===== config.mk =====
export PLATFORM = sky130hd
export DESIGN_NAME = pipeline_control
export DESIGN_NICKNAME = d
export VERILOG_FILES = /design/src/rtl/pipeline_pkg.sv /design/src/rtl/hazard_detect.sv /design/src/rtl/pipeline_control.sv
export SDC_FILE = /design/constraint.sdc
export NUM_CORES = 1
export LEC_CHECK = 0
export ABC_AREA = 1
export CAP_MARGIN = 10
export CORE_UTILIZATION = 45
export DETAILED_ROUTE_END_ITERATION = 8
export PLACE_DENSITY_LB_ADDON = 0.15
export SYNTH_ARGS = -nofsm -noshare
export SYNTH_HDL_FRONTEND = slang
export SYNTH_SLANG_ARGS = --single-unit

===== constraint.sdc =====
create_clock -name clock -period 2.42 [get_ports clock]
set_input_delay 0.484 -clock clock [delete_from_list [all_inputs] [get_ports clock]]
set_output_delay 0.484 -clock clock [all_outputs]
set_load 0.02 [all_outputs]

===== src/rtl/pipeline_pkg.sv =====
// Shared decode constants and multdiv state type for the five-stage pipeline controller.
package pipeline_pkg;

  localparam logic [4:0] OP_RTYPE = 5'b00000;
  localparam logic [4:0] OP_J     = 5'b00001;
  localparam logic [4:0] OP_BNE   = 5'b00010;
  localparam logic [4:0] OP_JAL   = 5'b00011;
  localparam logic [4:0] OP_JR    = 5'b00100;
  localparam logic [4:0] OP_ADDI  = 5'b00101;
  localparam logic [4:0] OP_BLT   = 5'b00110;
  localparam logic [4:0] OP_SW    = 5'b00111;
  localparam logic [4:0] OP_LW    = 5'b01000;

  localparam logic [4:0] ALU_MUL = 5'b00110;
  localparam logic [4:0] ALU_DIV = 5'b00111;

  localparam int OP_LSB    = 27;
  localparam int RD_LSB    = 22;
  localparam int RS_LSB    = 17;
  localparam int RT_LSB    = 12;
  localparam int ALUOP_LSB = 2;

  localparam logic [31:0] NOP = 32'b0;

  typedef enum logic {
    IDLE = 1'b0,
    BUSY = 1'b1
  } md_state_e;

  function automatic logic is_md(input logic [31:0] insn);
    logic [4:0] op;
    logic [4:0] aluop;
    op    = insn[OP_LSB +: 5];
    aluop = insn[ALUOP_LSB +: 5];
    return (op == OP_RTYPE) && ((aluop == ALU_MUL) || (aluop == ALU_DIV));
  endfunction

endpackage


===== src/rtl/hazard_detect.sv =====
// Combinational load-use detector: decodes the FD source registers and compares them
// against the destination of a load sitting in DX.
module hazard_detect
  import pipeline_pkg::*;
(
  input  logic [31:0] fd_insn,
  input  logic [31:0] dx_insn,
  output logic        load_use
);

  logic [4:0] fd_op;
  logic [4:0] fd_rd;
  logic [4:0] fd_rs;
  logic [4:0] fd_rt;
  logic [4:0] dx_rd;
  logic       use_rd;
  logic       use_rs;
  logic       use_rt;
  logic       unused_bits;

  assign unused_bits = ^{fd_insn[11:0], dx_insn[21:0]};

  always_comb begin
    fd_op  = fd_insn[OP_LSB +: 5];
    fd_rd  = fd_insn[RD_LSB +: 5];
    fd_rs  = fd_insn[RS_LSB +: 5];
    fd_rt  = fd_insn[RT_LSB +: 5];
    dx_rd  = dx_insn[RD_LSB +: 5];
    use_rd = 1'b0;
    use_rs = 1'b0;
    use_rt = 1'b0;
    case (fd_op)
      OP_RTYPE:              begin use_rs = 1'b1; use_rt = 1'b1; end
      OP_ADDI, OP_LW:        use_rs = 1'b1;
      OP_SW, OP_BNE, OP_BLT: begin use_rd = 1'b1; use_rs = 1'b1; end
      OP_JR:                 use_rd = 1'b1;
      OP_J, OP_JAL:          use_rd = 1'b0;
      default:               use_rd = 1'b0;
    endcase
    // r0 is hardwired, so a load targeting it never creates a dependency.
    load_use = (dx_insn[OP_LSB +: 5] == OP_LW) && (dx_rd != 5'd0) &&
               ((use_rd && (fd_rd == dx_rd)) ||
                (use_rs && (fd_rs == dx_rd)) ||
                (use_rt && (fd_rt == dx_rd)));
  end

endmodule


===== src/rtl/pipeline_control.sv =====
// Pipeline hazard/sequencing controller: latch enables and flushes, multdiv launch and
// timeout, and a saturating stall-cycle counter. Controls are combinational on FSM state.
module pipeline_control
  import pipeline_pkg::*;
#(
  parameter int MD_TIMEOUT = 40,
  parameter int CNT_W      = 32
) (
  input  logic             clock,
  input  logic             reset,
  input  logic [31:0]      fd_insn,
  input  logic [31:0]      dx_insn,
  input  logic             x_redirect,
  input  logic             md_ready,
  output logic             md_start,
  output logic             pc_en,
  output logic             pc_sel,
  output logic             fd_en,
  output logic             fd_flush,
  output logic             dx_en,
  output logic             dx_flush,
  output logic             xm_flush,
  output logic             mw_en,
  output logic             md_busy,
  output logic             md_timeout,
  output logic [CNT_W-1:0] stall_count
);

  localparam int BW = $clog2(MD_TIMEOUT + 1);

  md_state_e        state_q, state_d;
  logic [BW-1:0]    busy_cnt_q, busy_cnt_d;
  logic [CNT_W-1:0] stall_cnt_q, stall_cnt_d;
  logic             rst_q;

  logic load_use;
  logic dx_is_md;
  logic active;
  logic busy;
  logic launch;
  logic done;
  logic tmo;
  logic busy_stall;
  logic redirect_ok;
  logic stall;

  hazard_detect u_hazard (
    .fd_insn  (fd_insn),
    .dx_insn  (dx_insn),
    .load_use (load_use)
  );

  always_comb begin
    dx_is_md    = is_md(dx_insn);
    // Outputs stay low while reset is high and for the cycle after it was sampled.
    active      = !reset && !rst_q;
    busy        = (state_q == BUSY);
    launch      = active && !busy && dx_is_md;
    done        = busy && md_ready;
    tmo         = busy && !md_ready && (busy_cnt_q == BW'(MD_TIMEOUT));
    busy_stall  = launch || (busy && !done && !tmo);
    redirect_ok = x_redirect && !dx_is_md;
    stall       = active && (busy_stall || (load_use && !redirect_ok));

    state_d    = state_q;
    busy_cnt_d = busy_cnt_q;
    if (launch) begin
      state_d    = BUSY;
      busy_cnt_d = BW'(1);
    end else if (done || tmo) begin
      state_d    = IDLE;
      busy_cnt_d = '0;
    end else if (busy) begin
      busy_cnt_d = busy_cnt_q + BW'(1);
    end

    stall_cnt_d = stall_cnt_q;
    if (stall && (stall_cnt_q != {CNT_W{1'b1}})) stall_cnt_d = stall_cnt_q + CNT_W'(1);

    md_start   = 1'b0;
    pc_en      = 1'b1;
    pc_sel     = 1'b0;
    fd_en      = 1'b1;
    fd_flush   = 1'b0;
    dx_en      = 1'b1;
    dx_flush   = 1'b0;
    xm_flush   = 1'b0;
    mw_en      = 1'b1;
    md_busy    = busy;
    md_timeout = tmo;
    if (busy_stall) begin
      md_start = launch;
      pc_en    = 1'b0;
      fd_en    = 1'b0;
      dx_en    = 1'b0;
      xm_flush = 1'b1;
    end else if (redirect_ok) begin
      pc_sel   = 1'b1;
      fd_flush = 1'b1;
      dx_flush = 1'b1;
    end else if (load_use) begin
      pc_en    = 1'b0;
      fd_en    = 1'b0;
      dx_flush = 1'b1;
    end

    if (!active) begin
      md_start   = 1'b0;
      pc_en      = 1'b0;
      pc_sel     = 1'b0;
      fd_en      = 1'b0;
      fd_flush   = 1'b0;
      dx_en      = 1'b0;
      dx_flush   = 1'b0;
      xm_flush   = 1'b0;
      mw_en      = 1'b0;
      md_busy    = 1'b0;
      md_timeout = 1'b0;
    end
  end

  assign stall_count = stall_cnt_q;

  always_ff @(posedge clock) begin
    if (reset) begin
      state_q     <= IDLE;
      busy_cnt_q  <= '0;
      stall_cnt_q <= '0;
      rst_q       <= 1'b1;
    end else begin
      state_q     <= state_d;
      busy_cnt_q  <= busy_cnt_d;
      stall_cnt_q <= stall_cnt_d;
      rst_q       <= 1'b0;
    end
  end

endmodule


==> results of run 1 <==
## power by group
part	switching (mW)	internal (mW)
logic	0.0899	0.0935
clock network	0.262	0.311
registers	0.00127	0.658
total	0.353	1.06
## critical path, delay by kind of cell, from the launching register on
kind | cells | cell delay [ns]
buffers and inverters | 4 | 0.35
adders and majority gates | 1 | 0.15
and+or+nand+nor | 6 | 0.74
DFF | 1 | 0.33
## cell families after synthesis
logic type | count (synthesis) | share of synthesized area [%]
fa+ha+maj | 3 | 1.25
xor+xnor | 38 | 11.1
flops | 40 | 26.8
compound gates | 39 | 7.53
simple gates | 272 | 42.0
buf+inv | 76 | 11.3
## how the worst max path moves through the flow
stage                             start  cells past startpoint    end
final                     busy_cnt_q[1]                     11  fd_en
after global routing        fd_insn[31]                     12  fd_en
after CTS                 busy_cnt_q[1]                     11  fd_en
after detailed placement       md_ready                     11  fd_en
after global placement         md_ready                     11  fd_en
after floorplan                   reset                     10  pc_en
## through the flow
stage               util (%)  setup WS [ns]  instance area, um^2  power, mW
floorplan                  -         0.0183                 2990      0.754
global placement        62.6         -0.427                 4000      0.851
detailed placement      62.6         -0.465                 4000      0.854
CTS                     64.9        -0.0892                 4150       1.43
global route            66.4        -0.0184                 4240       1.48
finish                  66.4         0.0671                 4240       1.42
## cells in the mapped netlist, types with 2 or more instances
cell      count
nor3_2        2
ha_1          3
nand2_1     129
nor2_2        2
nor2_1       61
buf_6         4
buf_4         6
clkinv_1      3
a21oi_2       7
inv_2         8
nand4_1      42
dfxtp_1      40
nor3_1       15
xor2_1       23
o21ai_0       2
nand3_1      14
inv_1        45
xnor2_1      15
a21oi_1      29
clkbuf_1      8
## cell usage in the layout, fill, tap and decap left out, types with 3 or more instances in the layout
cell | netlist | layout
nand2_1 | 129 | 125
nor2_1 | 61 | 56
clkdlybuf4s50_1 | 0 | 54
nand4_1 | 42 | 42
inv_1 | 45 | 41
dfxtp_1 | 40 | 40
buf_4 | 6 | 36
a21oi_1 | 29 | 28
xor2_1 | 23 | 23
xnor2_1 | 15 | 15
nor3_1 | 15 | 14
inv_2 | 8 | 13
nand3_1 | 14 | 12
dlygate4sd2_1 | 0 | 11
a21oi_2 | 7 | 8
dlymetal6s2s_1 | 0 | 7
nor2_2 | 2 | 6
clkbuf_8 | 0 | 5
nand2_2 | 0 | 4
buf_12 | 0 | 4
nor3_2 | 2 | 3
ha_1 | 3 | 3
## flip-flops by register name, summed over array words and instances (netlist names)
name and cells:
busy_cnt_q 6, busy 1, stall_count 32, rst_q 1
## layout make-up
cell class | count | share of cell area (%)
multi-input cells | 352 | 45.1
repair buffers | 116 | 26.1
flip-flops and latches | 40 | 18.9
well taps | 77 | 2.27
clock inverters | 3 | 1.09
inverters | 56 | 4.96
clock buffers | 5 | 1.62
## routing by layer
| layer | share of wire [%] | wire length [um] | GRT usage, % | up-vias |
|---|---|---|---|---|
| met2 | 49 | 4390 | 45.5 | 102 |
| met1 | 44 | 3920 | 31.7 | 1522 |
| met5 | 0 | 0 | 0 | - |
| met3 | 4.5 | 402 | 4.06 | 21 |
| met4 | 2.4 | 215 | 8.17 | 0 |
| li1 | - | - | - | 1725 |
## timing repair
| action | 4_1_cts | 5_1_grt |
|---|---|---|
| gates resized for setup | 46 | 31 |
| pin swaps | 7 | 9 |
| setup buffers | 7 | 5 |
| setup endpoints to repair | 11 | 9 |
==> results by group, run 1 <==
Outcome
  – Outcome: complete, no violations

Yosys
  – Main synth FF type: dfxtp_1
  – Syn. warnings: 0
  – Mapped cell area: 2990 um^2
  – Seq/Total Area, Yosys: 26.8%
  – Synth Net Count: 539
  – Avg Inst Size Synth: 6.39 um^2
  – Number of enable flip-flop cells after synthesis: 0
  – Number of synthesized register bits: 40
  – Area share of the largest cell type after synthesis: 26.8%
  – Syn Inst Count: 468
  – Distinct cells, synth: 30
  – Cell taking the most area after synthesis: dfxtp_1
  – Synth area leaders: dfxtp_1 (27%), nand2_1 (16%), nand4_1 (8.8%)
  – Ys async rst share: 0%

Routing
  – Via count: 3370
  – Drt pass-1 iters: 4
  – Post-Route WL: 8930 um
  – Via density: 5.19
  – Drc violations: 0
  – Detail Route Antenna Nets: 0
  – DRT iter0 DRCs: 125
  – WL/cell: 13.8 um

GRT
  – Vias in the first global route: 3163
  – Largest net degree at the start of global routing: 36
  – Grt total ovfl: 0
  – Antenna violations before repair: 0
  – First-pass GRT wire length: 14700 um
  – Gr usage total: 25.7%

Floorplanning
  – Initial Util: 46.8%
  – Die footprint: 6980 um^2
  – Die width: 83.5 um
  – Ports: 111
  – Core Box Area: 6390 um^2
  – FP Rows: 29
  – Die Span Y: 83.5 um

Clocking
  – H-tree Lvls: 2
  – Max Buffers Root-to-Sink: 2
  – Worst-path clk slew: 0.09 ns
  – Worst-skew pair later-pin latency: 0.30 ns
  – Root buffer cell: clkbuf_8
  – CTS buffer count: 5
  – CTS tree: built
  – # hold bufs at CTS: 0
  – CTS sink count: 40

STA
  – Fin Setup TNS: 0 ns
  – Fmax: 425 MHz
  – Worst hold slack: 0.499 ns
  – Tightest Pin Transition: 0.417 ns
  – Final Setup Violations: 0
  – Max-slew headroom: 72.2%
  – Post-route clock period utilization: 97.2%
  – Crit path time final: 2.35 ns
  – Max-slew violations: 0
  – Final hold vios: 0
  – Skew final: 0.00739 ns

Final layout
  – Final Instance Count excl. Fillers: 649
  – FILL cells: 615
  – # nets final: 642
  – # diodes: 0
  – Share of layout cells above drive strength 1: 16.8%
  – Multi-input gate area: 1910 um^2
  – Area Growth Syn to Fin: 41.7%
  – FF/Latch Area: 801 um^2

Placed design
  – PortBufs: 80
  – HPWL after DPL: 6940 um
  – Placed Cells: 630
  – Global placer's final weighted congestion: 0.965

Critical path
  – Max stage delay on crit path: 0.33 ns
  – Data required, critical path: 1.94 ns
  – Crit Path Class: reg2out
  – CP Launch Type: register
  – Crit end category: output pin
  – Critical-path cell list: inv_1 -> ha_1 -> nand3_1 -> nor4_4 -> nor2_2 -> nor2_2 -> nand2_2 -> inv_2 -> nand2_2 -> inv_2 -> buf_4
  – Critical path peak fanout: 3
  – Critical path arrival: 1.87 ns
  – Reg2Reg Depth: 14
  – Slowest stage cell, crit path: dfxtp_1
  – Reg-to-reg endpoint: stall_count[25]
  – R2R Path Start: busy_cnt_q[1]
  – R2r setup slk: 0.35 ns

Run
  – Number of max-cap violations: 0

Min path
  – Hold Crit Endpoint: stall_count[16]
  – Worst min-delay path class: reg2reg
  – Hold path cells: 2
  – HP Start: stall_count[16]

Power
  – Power density over the cells: 334 nW/um^2
  – LEAKAGE: 1.72 nW
  – Peak VDD IR: 0.287 mV
(Power assumes the default switching activity.)
==> run 2: changes to the inputs <==
--- a/config.mk
+++ b/config.mk
@@ -8,6 +8,7 @@
 export ABC_AREA = 1
 export CAP_MARGIN = 10
 export CORE_UTILIZATION = 45
+export CTS_BUF_LIST = sky130_fd_sc_hd__clkbuf_8
 export DETAILED_ROUTE_END_ITERATION = 8
 export PLACE_DENSITY_LB_ADDON = 0.15
 export SYNTH_ARGS = -nofsm -noshare
==> constraint.sdc (replaced) <==
create_clock -name clock -period 2.42 [get_ports clock]
set_input_delay 0.242 -clock clock [delete_from_list [all_inputs] [get_ports clock]]
set_output_delay 0.242 -clock clock [all_outputs]
set_load 0.02 [all_outputs]
==> results by group, run 2 (synthesis gave the netlist of run 1 again) <==
Critical path
  – Crit path to: fd_en
  – Crit end category: output pin
  – Reg-to-reg endpoint: stall_count[26]
  – Critical path peak fanout: 3 (unchanged)
  – R2R Path Start: stall_count[1]
  – Data required, critical path: 2.18 ns (+0.24 ns)
  – CP Launch Point: busy_cnt_q[1]
  – Critical path arrival: 1.98 ns (+0.11 ns)
  – Crit Path Class: reg2out
  – CP Launch Type: register
  – Reg2Reg Depth: 9 (-5)
  – R2r setup slk: 0.39 ns (+0.04 ns)

Power
  – Sw Pwr: 341 uW (-3.6%)
  – Clock group share of total power: 40.7% (+0.2 points)
  – Gate power share: 12.0% (-1.0 points)
  – Cell internal pwr: 1.06 mW (-0.70%)
  – Seq pwr share: 47.3% (+0.7 points)
  – Power density over the cells: 349 nW/um^2 (+4.6%)
  – Peak VDD IR: 0.245 mV (-15%)
  – LEAKAGE: 1.55 nW (-10%)
  – Sw Ratio: 24.4% (-0.55 points)

Routing
  – Drt pass-1 iters: 4 (unchanged)
  – Via density: 5.09 (-2.0%)
  – Detail Route Antenna Nets: 0 (unchanged)
  – Drc violations: 0 (unchanged)
  – Post-Route WL: 8630 um (-3.3%)
  – Via count: 3205 (-4.9%)
  – WL/cell: 13.7 um (-0.41%)
  – DRT iter0 DRCs: 132 (+5.6%)

Placed design
  – DP Worst Slack: -0.0144 ns (+0.451 ns)
  – PortBufs: 80 (unchanged)
  – DP Area: 3890 um^2 (-2.8%)
  – HPWL after DPL: 6680 um (-3.8%)
  – Placed Cells: 622 (-1.3%)
  – Global placer's final weighted congestion: 0.941 (-2.5%)

STA
  – Final Setup Violations: 0 (unchanged)
  – Tightest Pin Transition: 0.450 ns (+0.0336 ns)
  – Fmax: 451 MHz (+6.1%)
  – Skew final: 0.0124 ns (+0.00502 ns)
  – Final hold vios: 0 (unchanged)
  – Max-slew headroom: 70.0% (-2.2 points)
  – Max-slew violations: 0 (unchanged)
  – Setup slack after layout: 0.203 ns (+0.136 ns)
  – RSZ-0062 raised after global routing: false
  – Post-route clock period utilization: 91.6% (-5.6 points)
  – Fin Setup TNS: 0 ns (unchanged)
  – Crit path time final: 2.22 ns (-0.136 ns)

GRT
  – Vias in the first global route: 2996 (-5.3%)
  – Met2 Usage GRT: 42.0% (-3.5 points)
  – Antenna violations before repair: 0 (unchanged)
  – Gr usage total: 25.5% (-0.13 points)
  – Largest net degree at the start of global routing: 36 (unchanged)
  – M3 GR Usage: 4.65% (+0.59 points)
  – Grt total ovfl: 0 (unchanged)
  – First-pass GRT wire length: 14400 um (-1.5%)
  – Top Usage Layer GRT: met2
  – GRT met1 Usage: 33.7% (+2.0 points)

Final layout
  – # diodes: 0 (unchanged)
  – Most frequent cells in the layout: nand2_1 (129), clkdlybuf4s50_1 (73), nor2_1 (61)
  – # nets final: 623 (-3.0%)
  – Final Instance Count excl. Fillers: 630 (-2.9%)
  – Design area: 4000 um^2 (-5.7%)
  – Number of flip-flops under the largest register name: 32 (unchanged)
  – Commonest non-fill, non-tap cell in the layout: nand2_1
  – Share of layout cells above drive strength 1: 9.04% (-7.7 points)
  – Area Growth Syn to Fin: 33.6%
  – FILL cells: 634 (+3.1%)

Floorplanning
  – Ports: 111 (unchanged)
  – Die width: 83.5 um (unchanged)
  – Core Box Area: 6390 um^2 (unchanged)
  – Die footprint: 6980 um^2 (unchanged)
  – FP Rows: 29 (unchanged)
  – Die Span Y: 83.5 um (unchanged)
  – Initial Util: 46.8% (unchanged)

Clocking
  – H-tree Lvls: 2 (unchanged)
  – CTS buffer count: 5 (unchanged)
  – Worst-path clk slew: 0.09 ns (about the same)
  – CTS sink count: 40 (unchanged)
  – CTS tree: built
  – Root buffer cell: clkbuf_8
  – # Post-CTS Setup Buffers: 0 (-7)
  – Max Buffers Root-to-Sink: 2 (unchanged)
  – # hold bufs at CTS: 0 (unchanged)
  – Worst-skew pair later-pin latency: 0.30 ns (about the same)

Run
  – Number of max-cap violations: 0 (unchanged)

Outcome
  – Outcome: complete, no violations

Min path
  – Worst min-delay path class: reg2reg
==> run 2: changes by cell type in the layout (fill, tap and decap cells not counted), moves of 5 or more <==
cell	previous run	this run
buf_4	36	17
clkdlybuf4s50_1	54	73
nor2_1	56	61
dlygate4sd2_1	11	6
dlymetal6s2s_1	7	1
inv_2	13	8
==> run 2: final cells by class <==
| cell class | instances | area [um^2] | share of cell area (%) |
|---|---|---|---|
| clock buffer | 5 | 68.8 | 1.72 |
| tap | 77 | 96.3 | 2.41 |
| inverter | 56 | 210 | 5.26 |
| clock inverter | 3 | 46.3 | 1.16 |
| multi-input combinational | 352 | 1850 | 46.3 |
| sequential | 40 | 801 | 20.0 |
| timing repair buffer | 97 | 923 | 23.1 |
==> run 2: metrics by stage <==
stage | total power, mW | hold slack, ns | util, %
2_1_floorplan | 0.754 | 0.270 | -
3_3_place_gp | 0.844 | 0.484 | 60.9
3_5_place_dp | 0.846 | 0.488 | 60.9
4_1_cts | 1.41 | 0.502 | 62.6
5_1_grt | 1.46 | 0.536 | 62.6
6_report | 1.40 | 0.502 | 62.6
==> run 2: power by group through the flow <==
stage	sequential, mW	clock (mW)	combinational, mW
finish	0.660	0.569	0.168
global route	0.660	0.613	0.185
CTS	0.660	0.585	0.168
detailed placement	0.675	0	0.171
global placement	0.675	0	0.169
floorplan	0.675	0	0.0784
==> run 2: worst min-delay path by stage <==
stage | startpoint | to | slack [ns] | cells past startpoint
detailed placement | stall_count[16] | stall_count[16] | 0.49 | 2
CTS | stall_count[16] | stall_count[16] | 0.50 | 2
floorplan | reset | rst_q | 0.27 | 0
global route | stall_count[16] | stall_count[16] | 0.54 | 2
finish | stall_count[16] | stall_count[16] | 0.50 | 2
global placement | stall_count[16] | stall_count[16] | 0.48 | 2
==> run 2: what timing repair did <==
item	CTS	global route
endpoints found under the hold margin	0	0
gates resized for setup	6	1
setup endpoints to repair	6	1
==> run 2: layer usage <==
metal,vias up,routed length [um]
li1,1681,-
met1,1424,4040
met2,84,4010
met3,16,409
met4,0,176
met5,-,0
==> run 2: worst max-delay path, cell delays in order, from the launching register on <==
cell and delay [ns]:
dfxtp_1 0.32, inv_1 0.09, ha_1 0.15, nand3_1 0.09
nor4_2 0.19, nor2_1 0.11, nor2_2 0.13, nand2_1 0.09
inv_1 0.09, nand2_1 0.05, inv_1 0.05, dlygate4sd2_1 0.33
